### src/rtl/instr_sequencer.sv
// instr_sequencer: mode-1 fetch/issue/commit controller between the PC/ROM block and the ALU.
// Optional build macro SEQ_TIMEOUT_EN adds an ALU-ack timeout with a sticky err flag.
`default_nettype none

module instr_sequencer #(
   parameter int TIMEOUT = 15
) (
   input  logic       clock,
   input  logic       reset,
   input  logic       ena,
   input  logic       resume,
   input  logic [7:0] instr_in,
   output logic       pc_step,
   output logic       alu_req,
   output logic [2:0] alu_op,
   output logic [7:0] alu_a,
   output logic [7:0] alu_b,
   input  logic       alu_ack,
   input  logic [7:0] alu_result,
   output logic [7:0] acc_out,
   output logic       busy,
   output logic       halted,
   output logic       err
);

   typedef enum logic [2:0] {
      S_IDLE   = 3'd0,
      S_FETCH  = 3'd1,
      S_ISSUE  = 3'd2,
      S_COMMIT = 3'd3,
      S_HALT   = 3'd4
   } state_t;

   state_t     state_q, state_d;
   logic [7:0] ir_q, ir_d;
   logic [7:0] acc_q, acc_d;
   logic       is_alu_op;
   logic       is_halt_op;

`ifdef SEQ_TIMEOUT_EN
   localparam logic [7:0] TIMEOUT_LAST = 8'(TIMEOUT - 1);
   logic [7:0] wait_q, wait_d;
   logic       err_q, err_d;
`endif

   assign is_alu_op  = (ir_q[7:6] == 2'b00) || (ir_q[7:5] == 3'b010);
   assign is_halt_op = (ir_q[7:5] == 3'b111);

   // Request is decoded from registered state, so an async reset withdraws it at once.
   assign alu_req = (state_q == S_ISSUE) && is_alu_op;
   assign alu_op  = ir_q[7:5];
   assign alu_a   = acc_q;
   assign alu_b   = {3'b000, ir_q[4:0]};
   assign acc_out = acc_q;
   assign pc_step = (state_q == S_COMMIT);
   assign busy    = (state_q == S_FETCH) || (state_q == S_ISSUE) || (state_q == S_COMMIT);
   assign halted  = (state_q == S_HALT);

`ifdef SEQ_TIMEOUT_EN
   assign err = err_q;
`else
   assign err = 1'b0;
`endif

   always_comb begin
      state_d = state_q;
      ir_d    = ir_q;
      acc_d   = acc_q;
`ifdef SEQ_TIMEOUT_EN
      wait_d  = wait_q;
      err_d   = err_q;
`endif
      case (state_q)
         S_IDLE: begin
            if (ena) state_d = S_FETCH;
         end
         S_FETCH: begin
            ir_d    = instr_in;
            state_d = S_ISSUE;
`ifdef SEQ_TIMEOUT_EN
            wait_d  = 8'd0;
`endif
         end
         S_ISSUE: begin
            if (is_alu_op) begin
               if (alu_ack) begin
                  acc_d   = alu_result;
                  state_d = S_COMMIT;
               end
`ifdef SEQ_TIMEOUT_EN
               else if (wait_q == TIMEOUT_LAST) begin
                  err_d   = 1'b1;
                  state_d = S_COMMIT;
               end else begin
                  wait_d  = wait_q + 8'd1;
               end
`endif
            end else if (is_halt_op) begin
               state_d = S_HALT;
            end else begin
               state_d = S_COMMIT;
            end
         end
         S_COMMIT: begin
            state_d = ena ? S_FETCH : S_IDLE;
         end
         S_HALT: begin
            if (resume) state_d = S_COMMIT;
         end
         default: begin
            state_d = S_IDLE;
         end
      endcase
   end

   always_ff @(posedge clock or posedge reset) begin
      if (reset) begin
         state_q <= S_IDLE;
         ir_q    <= 8'd0;
         acc_q   <= 8'd0;
`ifdef SEQ_TIMEOUT_EN
         wait_q  <= 8'd0;
         err_q   <= 1'b0;
`endif
      end else begin
         state_q <= state_d;
         ir_q    <= ir_d;
         acc_q   <= acc_d;
`ifdef SEQ_TIMEOUT_EN
         wait_q  <= wait_d;
         err_q   <= err_d;
`endif
      end
   end

endmodule

`default_nettype wire

### config.mk
export PLATFORM = sky130hd
export DESIGN_NAME = instr_sequencer
export DESIGN_NICKNAME = d
export VERILOG_FILES = /design/src/rtl/instr_sequencer.sv
export SDC_FILE = /design/constraint.sdc
export NUM_CORES = 1
export LEC_CHECK = 0
export ABC_AREA = 1
export BUFFER_PORTS_ARGS = -buffer_cell sky130_fd_sc_hd__buf_2
export CORE_AREA = 2 2 55 52
export CTS_BUF_LIST = sky130_fd_sc_hd__clkbuf_2
export DETAILED_ROUTE_END_ITERATION = 16
export DIE_AREA = 0 0 57 54
export PLACE_DENSITY = 0.74
export SLEW_MARGIN = 20
export SYNTH_ARGS = -nofsm -noshare
export SYNTH_HDL_FRONTEND = slang
export SYNTH_SLANG_ARGS = --single-unit
### constraint.sdc
create_clock -name clock -period 1.3 [get_ports clock]
set_clock_uncertainty 0.2 [all_clocks]
set_input_delay 0.26 -clock clock [delete_from_list [all_inputs] [get_ports clock]]
set_output_delay 0.26 -clock clock [all_outputs]
set_load 0.005 [all_outputs]
# Yosys cells after proc, flatten, opt, wreduce, memory -nomap -nowiden
# Index checks and enable logic that the tools add are counted.
word_totals:
  elab_cells: 27
  regBits: 19
  output_inout_bits: 32
  inputBits: 21
classes:
  muxes: 7
  eq_ne: 9
  reduce_logical: 8
ops:
  columns: ["op", "n"]
  rows:
  - ["two-way mux 3 bit", 5]
  - ["case mux 3 bit (5 select lines)", 1]
  - ["equality test 3 x 2 -> 1 bit (second input constant)", 3]
  - ["equality test 3 bit (second input constant)", 2]
  - ["AND reduction 3 bit", 2]
  - ["inequality test 2 bit (second input constant)", 2]
  - ["equality test 3 x 1 -> 1 bit (second input constant)", 1]
  - ["logical NOT 3 bit", 1]
  - ["logical OR 1 bit", 3]
  - ["inequality test 3 bit (second input constant)", 1]
  - ["logical NOT 2 bit", 1]
  - ["logical AND 1 bit", 1]
  - ["two-way mux 1 bit", 1]

# Depth between registers and ports, before layout
# Gate-level depths: netlist (run 1).
depth:
  depth_word: 4
  mapped_depth: 7
  mapped_depth_nobuf: 7

# Least setup slack after synthesis (run 1)
# OpenSTA, ideal clock, no wires.
synth_path:
  path_type: "reg2out"
  from: "register state_q[2]"
  to: "output alu_req"
  arrival_ps: 894
  slack_ps: -54
  stages_incl_launch_ff: 5
  path_buffers: 1
  t_required_ps: 840
  path_cell_list: "dfrtp_1 > nor2_2 > nand2_2 > buf_6 > nor2_1"
synth_between:
  elab_chain_len: 2
synth_lines:
  columns: ["item", "line", "text"]
  rows:
  - ["from (decl)", "34", "state_t state_q, state_d;"]
  - ["from (signal assigned)", "126", "state_q <= state_d;"]
  - ["equality test 3 x 2 -> 1 bit", "50", "assign alu_req = (state_q == S_ISSUE) && is_alu_op;"]
  - ["logical AND 1 bit", "50", null]
  - ["to (decl)", "14", "output logic alu_req,"]
# Every way passes these cells.

# Worst setup path after layout (run 1)
layout_path:
  from: "register state_q[0]"
  to: "output pc_step"
layout_between:
  elab_chain_len: 1
layout_lines:
  columns: ["item", "line", "text"]
  rows:
  - ["equality test 3 x 2 -> 1 bit", "55", "assign pc_step = (state_q == S_COMMIT);"]
  - ["to (decl)", "13", "output logic pc_step,"]
# Every way passes these cells.

==> impl_metrics.toml, run 1 <==
[status]
outcome = "complete, but fails checks"
violations = "setup timing"

[power_and_ir_drop]
ir_worst_vdd_uv = 1300
p_leak_nw = 0.948
power_density_mw_per_mm2 = 2080

[placement]
post-dp-hpwl_mm = 1.66
dp_cells = 200
numPortBuffers = 48
gp_congestion = 0.772

[drt]
drt_pass1_iterations = 4
drtIter0Drc = 9
vias_per_cell = 4.44
num_vias = 1044
drc = 0
drt-wirelength-per-cell_um = 11.6
antenna_left = 0
drt-total-wl_mm = 2.73

[global_route]
grt_max_degree = 20
grt_pass1_wl_mm = 4.06
grt_pass1_vias = 1015
antenna_found_initial = 0
grt_overflow = 0
grt_usage_pct = 17.3

[clock_tree]
htree_levels = 1
cts_inserted_buffers = 3
clkLatencyLatePin_ns = 0.30
root_buffer = "clkbuf_2"
cts_tree = "yes"
cts_sinks = 19
clockBufferDepth = 2
clkTransAtPathRegs_ns = 0.18

[worst_setup_path]
critical_path_required_ns = 0.84
critical_path_peak_fanout = 3
crit_arrival_ns = 1.21
startpoint_type = "flip-flop"
end_kind = "output port"
criticalPathCategory = "flip-flop to output port"

[final_layout]
multi_input_comb_area_um2 = 403
regArea_um2 = 478
fillerInstances = 211
final_common_cell = "buf_2"
drive_above_1_share_pct = 48.3
fin_nets = 227
n_antenna_cell = 0
area_growth_pct = 75.2
finalNonFillerCells = 235
most-common-layout-cells = "buf_2 (45), nand2_1 (33), dlygate4sd3_1 (18)"

[sta]
fin_ws_ns = -0.371
fin_crit_sh_pct = 129
fin_tns_setup_ns = -3.97
setup_violations = 42
hold_viol = 0
finalCriticalPeriod_ns = 1.67
fmax_mhz = 599
rsz0062_at_grt = "true"
slew_violations = 0

[synthesis]
synth.distinct_cells = 16
ys_seq_area_share_pct = 48.8
syn_area_um2 = 973
syn_inst = 121
synth_area_per_cell_um2 = 8.04
synth_warnings = 0
ys_ff_latch = 19

[floorplanning]
start_util_pct = 37.9
die_area_mm2 = 0.00308
core_mm2 = 0.00257
io_pins = 53
die_width_um = 57
die_y_um = 54
rows = 18

[min_path]
hold_class = "primary input to flip-flop"

[job]
drv_cap = 0
==> routing by layer <==
metal | wire length [µm] | GRT usage, %
met1 | 1060 | 16.7
met5 | 0 | 0
met4 | 53 | 6.59
met3 | 141 | 4.81
met2 | 1480 | 35.2
==> layout make-up <==
class	instances	share of cell area (%)
sequential	19	28.0
clock buffer	3	0.880
clock inverter	1	0.293
tap	30	2.20
timing repair buffer	91	41.2
multi-input combinational	74	23.6
inverter	17	3.74
==> metrics by stage <==
stage,power [mW],area (µm²),setup WS [ns],hold slack (ns),util (%)
6_report,3.54,1710,-0.371,0.0793,66.4
5_1_grt,3.82,1710,-0.446,0.0675,66.4
4_1_cts,3.07,1560,-0.341,0.0567,60.6
3_5_place_dp,2.55,1270,-0.0695,0.0936,49.6
3_3_place_gp,2.50,1270,-0.0286,0.0881,49.6
2_1_floorplan,1.94,992,-0.000519,0.0111,-
==> logic make-up (layout without fill, tap and decap cells) <==
logic type,Yosys count,in the layout,share of synthesized area [%]
buf+inv,31,112,18.1
other cells,1,4,0.385
simple gates,53,53,23.8
flops,19,19,48.8
compound gates,17,17,8.87
==> power by group <==
group / internal (mW) / switching, mW / total, mW
Clock: 0.0697 / 0.178 / 0.247
Combinational: 1.25 / 0.982 / 2.23
Sequential: 0.862 / 0.207 / 1.07
Total: 2.18 / 1.37 / 3.54
==> what timing repair did <==
action | in CTS | in global routing
endpoints found under the hold margin | 36 | 0
hold buffers | 18 | 0
gates resized for setup | 8 | 25
pin swaps | 5 | 5
setup endpoints to repair | 40 | 47
buffers inserted | 8 | 6
cloned | 0 | 1
==> critical path: stages, from the launching register on <==
cell	delay [ns]
dfrtp_2	0.48
buf_6	0.12
nand2_1	0.05
nor2_1	0.13
buf_2	0.13
==> sequential cells by signal (all words and copies together), names as in the netlist <==
signal   flops
acc_out      8
state_q      3
ir_q         8
==> worst paths after layout <==
path / start / to / slack [ns] / depth (start not counted)
max in group asynchronous: reset / state_q[1]$_DFFE_PP0P_ / 0.39 / 4
worst min register to register: acc_out[6]$_DFFE_PP0P_ / acc_out[6]$_DFFE_PP0P_ / 0.32 / 2
worst max-delay path: state_q[0]$_DFFE_PP0P_ / pc_step / -0.37 / 4
worst max register to register: state_q[0]$_DFFE_PP0P_ / acc_out[0]$_DFFE_PP0P_ / -0.16 / 6
min in group asynchronous: reset / ir_q[0]$_DFFE_PP0P_ / 0.29 / 4
worst min-delay path: ena / state_q[0]$_DFFE_PP0P_ / 0.08 / 5
==> cell usage after synthesis, drive strengths merged <==
master  number  area, µm²
nand3        5       35.0
inv         17       63.8
a21oi        1       5.00
nand3b       1       7.51
conb         1       3.75
buf         14        113
o21ai       15       75.1
o22ai        1       6.26
dfrtp       19        475
nand2       36        138
nor2        11       51.3
Note: power is estimated with default switching activity, not from simulation.
==> run 2, diff against run 1 <==
Settings changed: MAX_ROUTING_LAYER from default to met4.
==> impl_metrics.toml, run 2 (synthesized netlist as in run 1, its figures left out) <==
[drt]
vias_per_cell = 4.43
drtIter0Drc = 8
drt-wirelength-per-cell_um = 11.6
num_vias = 1040
drc = 0
drt_pass1_iterations = 3
drt-total-wl_mm = 2.74
antenna_left = 0

[sta]
holdWs_ns = 0.0795
finalCriticalPeriod_ns = 1.67
hold_viol = 0
fin_crit_sh_pct = 129
fmax_mhz = 599
rsz0062_at_grt = "true"
setup_violations = 40
fin_tns_setup_ns = -3.96
slew_violations = 0
fin_ws_ns = -0.371

[clock_tree]
cts_sinks = 19
cts_tree = "yes"
cts_inserted_buffers = 3
clkLatencyLatePin_ns = 0.30
clockBufferDepth = 2
htree_levels = 1
clkTransAtPathRegs_ns = 0.18
root_buffer = "clkbuf_2"

[job]
drv_cap = 0

[worst_setup_path]
rr_worst_depth = 6
critical_path_required_ns = 0.84
startpoint_type = "flip-flop"
ff2ff_setup_slack_ns = -0.16
criticalPathCategory = "flip-flop to output port"
crit_arrival_ns = 1.21
reg2reg_from = "state_q[0]$_DFFE_PP0P_"
critical_path_peak_fanout = 3
timing.rr.end = "acc_out[0]$_DFFE_PP0P_"
end_kind = "output port"

[min_path]
min_path_cells = 5
holdPathEnd = "state_q[0]$_DFFE_PP0P_"
holdCritStartpoint = "ena"
hold_class = "primary input to flip-flop"

[floorplanning]
io_pins = 53
core_mm2 = 0.00257
die_area_mm2 = 0.00308
start_util_pct = 37.9
die_y_um = 54
die_width_um = 57
rows = 18

[power_and_ir_drop]
finalPower_mw = 3.55
power_density_mw_per_mm2 = 2080
ir_worst_vdd_uv = 1300
p_leak_nw = 0.948

[status]
violations = "setup timing"
outcome = "complete, but fails checks"

[global_route]
grt_overflow = 0
grt_pass1_wl_mm = 4.06
grt_usage_pct = 17.8
antenna_found_initial = 0
grt_max_degree = 20
grt_pass1_vias = 1016

[final_layout]
n_antenna_cell = 0
drive_above_1_share_pct = 48.3
final_common_cell = "buf_2"
most-common-layout-cells = "buf_2 (45), nand2_1 (33), dlygate4sd3_1 (18)"
fin_nets = 227
area_growth_pct = 75.2
fillerInstances = 211

[placement]
gp_congestion = 0.783
post-dp-hpwl_mm = 1.66
numPortBuffers = 48
-- run 2: cell counts in the layout (fill, tap and decap cells not counted) --
Identical to the previous run, type by type.
-- run 2: layout make-up --
type                    count  area, µm²  area share (%)
clock buffers               3       15.0           0.880
clock inverters             1       5.00           0.293
inverters                  17       63.8            3.74
multi-input cells          74        403            23.6
flip-flops and latches     19        478            28.0
well taps                  30       37.5            2.20
repair buffers             91        703            41.2
-- run 2: stage by stage --
stage                     std cells  setup WS [ns]  cell area [µm²]  utilization [%]
after floorplan                 124      -0.000519              992                -
after global placement          200        -0.0286             1270             49.6
after detailed placement        200        -0.0695             1270             49.6
after CTS                       230         -0.341             1560             60.6
after global routing            235         -0.446             1710             66.4
final                           235         -0.371             1710             66.4
-- run 2: worst max-delay path: stages, from the launching register on --
cell and delay [ns]:
dfrtp_2 0.48, buf_6 0.12, nand2_1 0.05, nor2_1 0.13, buf_2 0.13
-- run 2: repair_timing --
item / 4_1_cts / 5_1_grt
resized for setup: 8 / 25
setup buffers: 8 / 6
gates cloned: 0 / 1
hold buffers: 18 / 0
endpoints found under the setup margin: 40 / 47
hold endpoints to repair: 36 / 0
pin swaps: 5 / 5
-- run 2: where the power goes --
part           leakage [nW]  total, mW  switching (mW)  internal [mW]
clock                0.0164      0.247           0.178         0.0697
combinational         0.697       2.23           0.984           1.25
sequential            0.235       1.07           0.207          0.862
-- run 2: how the worst max path moves through the flow --
| stage | from | endpoint | depth (start not counted) |
|---|---|---|---|
| 6_report | state_q[0]$_DFFE_PP0P_ | pc_step | 4 |
| 5_1_grt | state_q[0]$_DFFE_PP0P_ | pc_step | 4 |
| 4_1_cts | state_q[0]$_DFFE_PP0P_ | pc_step | 4 |
| 3_5_place_dp | state_q[0]$_DFFE_PP0P_ | acc_out[4]$_DFFE_PP0P_ | 5 |
| 3_3_place_gp | state_q[0]$_DFFE_PP0P_ | acc_out[5]$_DFFE_PP0P_ | 5 |
| 2_1_floorplan | state_q[2]$_DFFE_PP0P_ | alu_req | 4 |
-- run 2: routing by layer --
layer	track usage (%)	wire (µm)	part of all wire, %	vias up
met3	4.33	127	4.6	6
li1	-	-	-	524
met1	17.0	1080	40	473
met5	-	0	0	-
met4	6.59	53	1.9	0
met2	35.2	1470	54	37
==> run 3, diff against run 2 <==
Clock period 1.3 ns to 1.4 ns, I/O delays scaled along.
==> impl_metrics.toml, run 3 (synthesized netlist as in run 1, its figures left out) <==
[status]
outcome = "complete, but fails checks"
violations = "setup timing"

[worst_setup_path]
crit_arrival_ns = 1.21
timing.rr.end = "acc_out[2]$_DFFE_PP0P_"
path_depth = 4
path_cells = "nor2_4, nand2_2, inv_1, buf_2"
crit_start = "state_q[0]$_DFFE_PP0P_"
critPathCapture = "halted"
startpoint_type = "flip-flop"
cpLargestDelayFamily = "flip-flops"
cp_slowest_stage_delay_ns = 0.50
critical_path_required_ns = 0.92
reg2reg_from = "state_q[0]$_DFFE_PP0P_"
critPathSlowestCell = "dfrtp_2"
rr_worst_depth = 7
ff2ff_setup_slack_ns = -0.16
criticalPathCategory = "flip-flop to output port"
critical_path_peak_fanout = 4
end_kind = "output port"
critPathBufInv = 2

[drt]
drt-total-wl_mm = 2.71
drc = 0
num_vias = 1031
antenna_left = 0
drt_pass1_iterations = 4
vias_per_cell = 4.46
drtIter0Drc = 12
drt-wirelength-per-cell_um = 11.7

[final_layout]
final_util_pct = 63.6
final_common_cell = "buf_2"
fin_nets = 223
area_growth_pct = 67.7
drive_above_1_share_pct = 46.3
n_antenna_cell = 0
most-common-layout-cells = "buf_2 (46), nand2_1 (34), dlygate4sd3_1 (18)"

[floorplanning]
rows = 18
start_util_pct = 37.9
die_width_um = 57
die_area_mm2 = 0.00308
die_y_um = 54
io_pins = 53
core_mm2 = 0.00257

[global_route]
grt_usage_pct = 17.1
grt_pass1_vias = 957
grt_max_degree = 20
grt_overflow = 0
grt_pass1_wl_mm = 3.87
antenna_found_initial = 0

[clock_tree]
cts_inserted_buffers = 3
root_buffer = "clkbuf_2"
clkLatencyLatePin_ns = 0.32
clockBufferDepth = 2
cts_sinks = 19
cts_tree = "yes"
clkTransAtPathRegs_ns = 0.19
htree_levels = 1

[sta]
fmax_mhz = 591
setup_violations = 16
fin_crit_sh_pct = 121
rsz0062_at_grt = "true"
hold_viol = 0
fin_tns_setup_ns = -2.57
fin_ws_ns = -0.292
finalCriticalPeriod_ns = 1.69
slew_violations = 0

[min_path]
hold_class = "primary input to flip-flop"
min_path_cells = 5

[power_and_ir_drop]
ir_worst_vdd_uv = 1370
p_leak_nw = 0.914
power_density_mw_per_mm2 = 1910

[job]
drv_cap = 0

[placement]
gp_congestion = 0.855
numPortBuffers = 48
post-dp-hpwl_mm = 1.66
## run 3: routing by layer
| layer | global-route usage (%) | share of wire (%) | up-vias |
|---|---|---|---|
| met4 | 4.65 | 1.4 | 0 |
| met1 | 18.2 | 39 | 469 |
| li1 | - | - | 516 |
| met2 | 33.1 | 55 | 41 |
| met3 | 2.88 | 4.6 | 5 |
| met5 | - | 0 | - |
## run 3: worst min path at each step
stage / startpoint / end / slack (ns)
floorplan: reset / acc_out[0]$_DFFE_PP0P_ / 0.03
global placement: reset / ir_q[1]$_DFFE_PP0P_ / 0.11
detailed placement: reset / ir_q[1]$_DFFE_PP0P_ / 0.11
CTS: ena / state_q[0]$_DFFE_PP0P_ / 0.09
global route: ena / state_q[0]$_DFFE_PP0P_ / 0.15
finish: ena / state_q[0]$_DFFE_PP0P_ / 0.13
## run 3: layout make-up
| class | instances | area [µm²] |
|---|---|---|
| Fill cell | 231 | 935 |
| Timing Repair Buffer | 87 | 638 |
| Sequential cell | 19 | 478 |
| Multi-Input combinational cell | 74 | 393 |
| Inverter | 17 | 66.3 |
| Tap cell | 30 | 37.5 |
| Clock buffer | 4 | 20.0 |
## run 3: what timing repair did
item                                   in CTS  in global routing
setup endpoints to repair                   8                 41
resized for setup                          16                 16
cloned                                      0                  1
hold buffers                               18                  0
setup buffers                               5                  8
pin swaps                                   3                 15
endpoints found under the hold margin      36                  0
## run 3: tightest hold or removal path, stage by stage
cell      delay [ns]
buf_2           0.09
nand2_1         0.05
nand3b_1        0.10
nand2_1         0.07
inv_1           0.05
## run 3: power breakdown
part           switching, mW  total, mW  internal [mW]
Sequential             0.196      0.997          0.801
Combinational          0.869       1.87           1.00
Clock                  0.182      0.257         0.0756
Total                   1.25       3.12           1.88
## run 3: stage by stage
| step | cells | setup slack (ns) | instance area, µm² | hold WS, ns | power, mW |
|---|---|---|---|---|---|
| final | 231 | -0.292 | 1630 | 0.126 | 3.12 |
| after floorplan | 124 | 0.0264 | 985 | 0.0311 | 1.78 |
| after global placement | 196 | 0.0534 | 1210 | 0.107 | 2.14 |
| after detailed placement | 196 | -0.0218 | 1210 | 0.111 | 2.20 |
| after CTS | 223 | -0.273 | 1510 | 0.0854 | 2.77 |
| after global routing | 231 | -0.356 | 1630 | 0.155 | 3.38 |
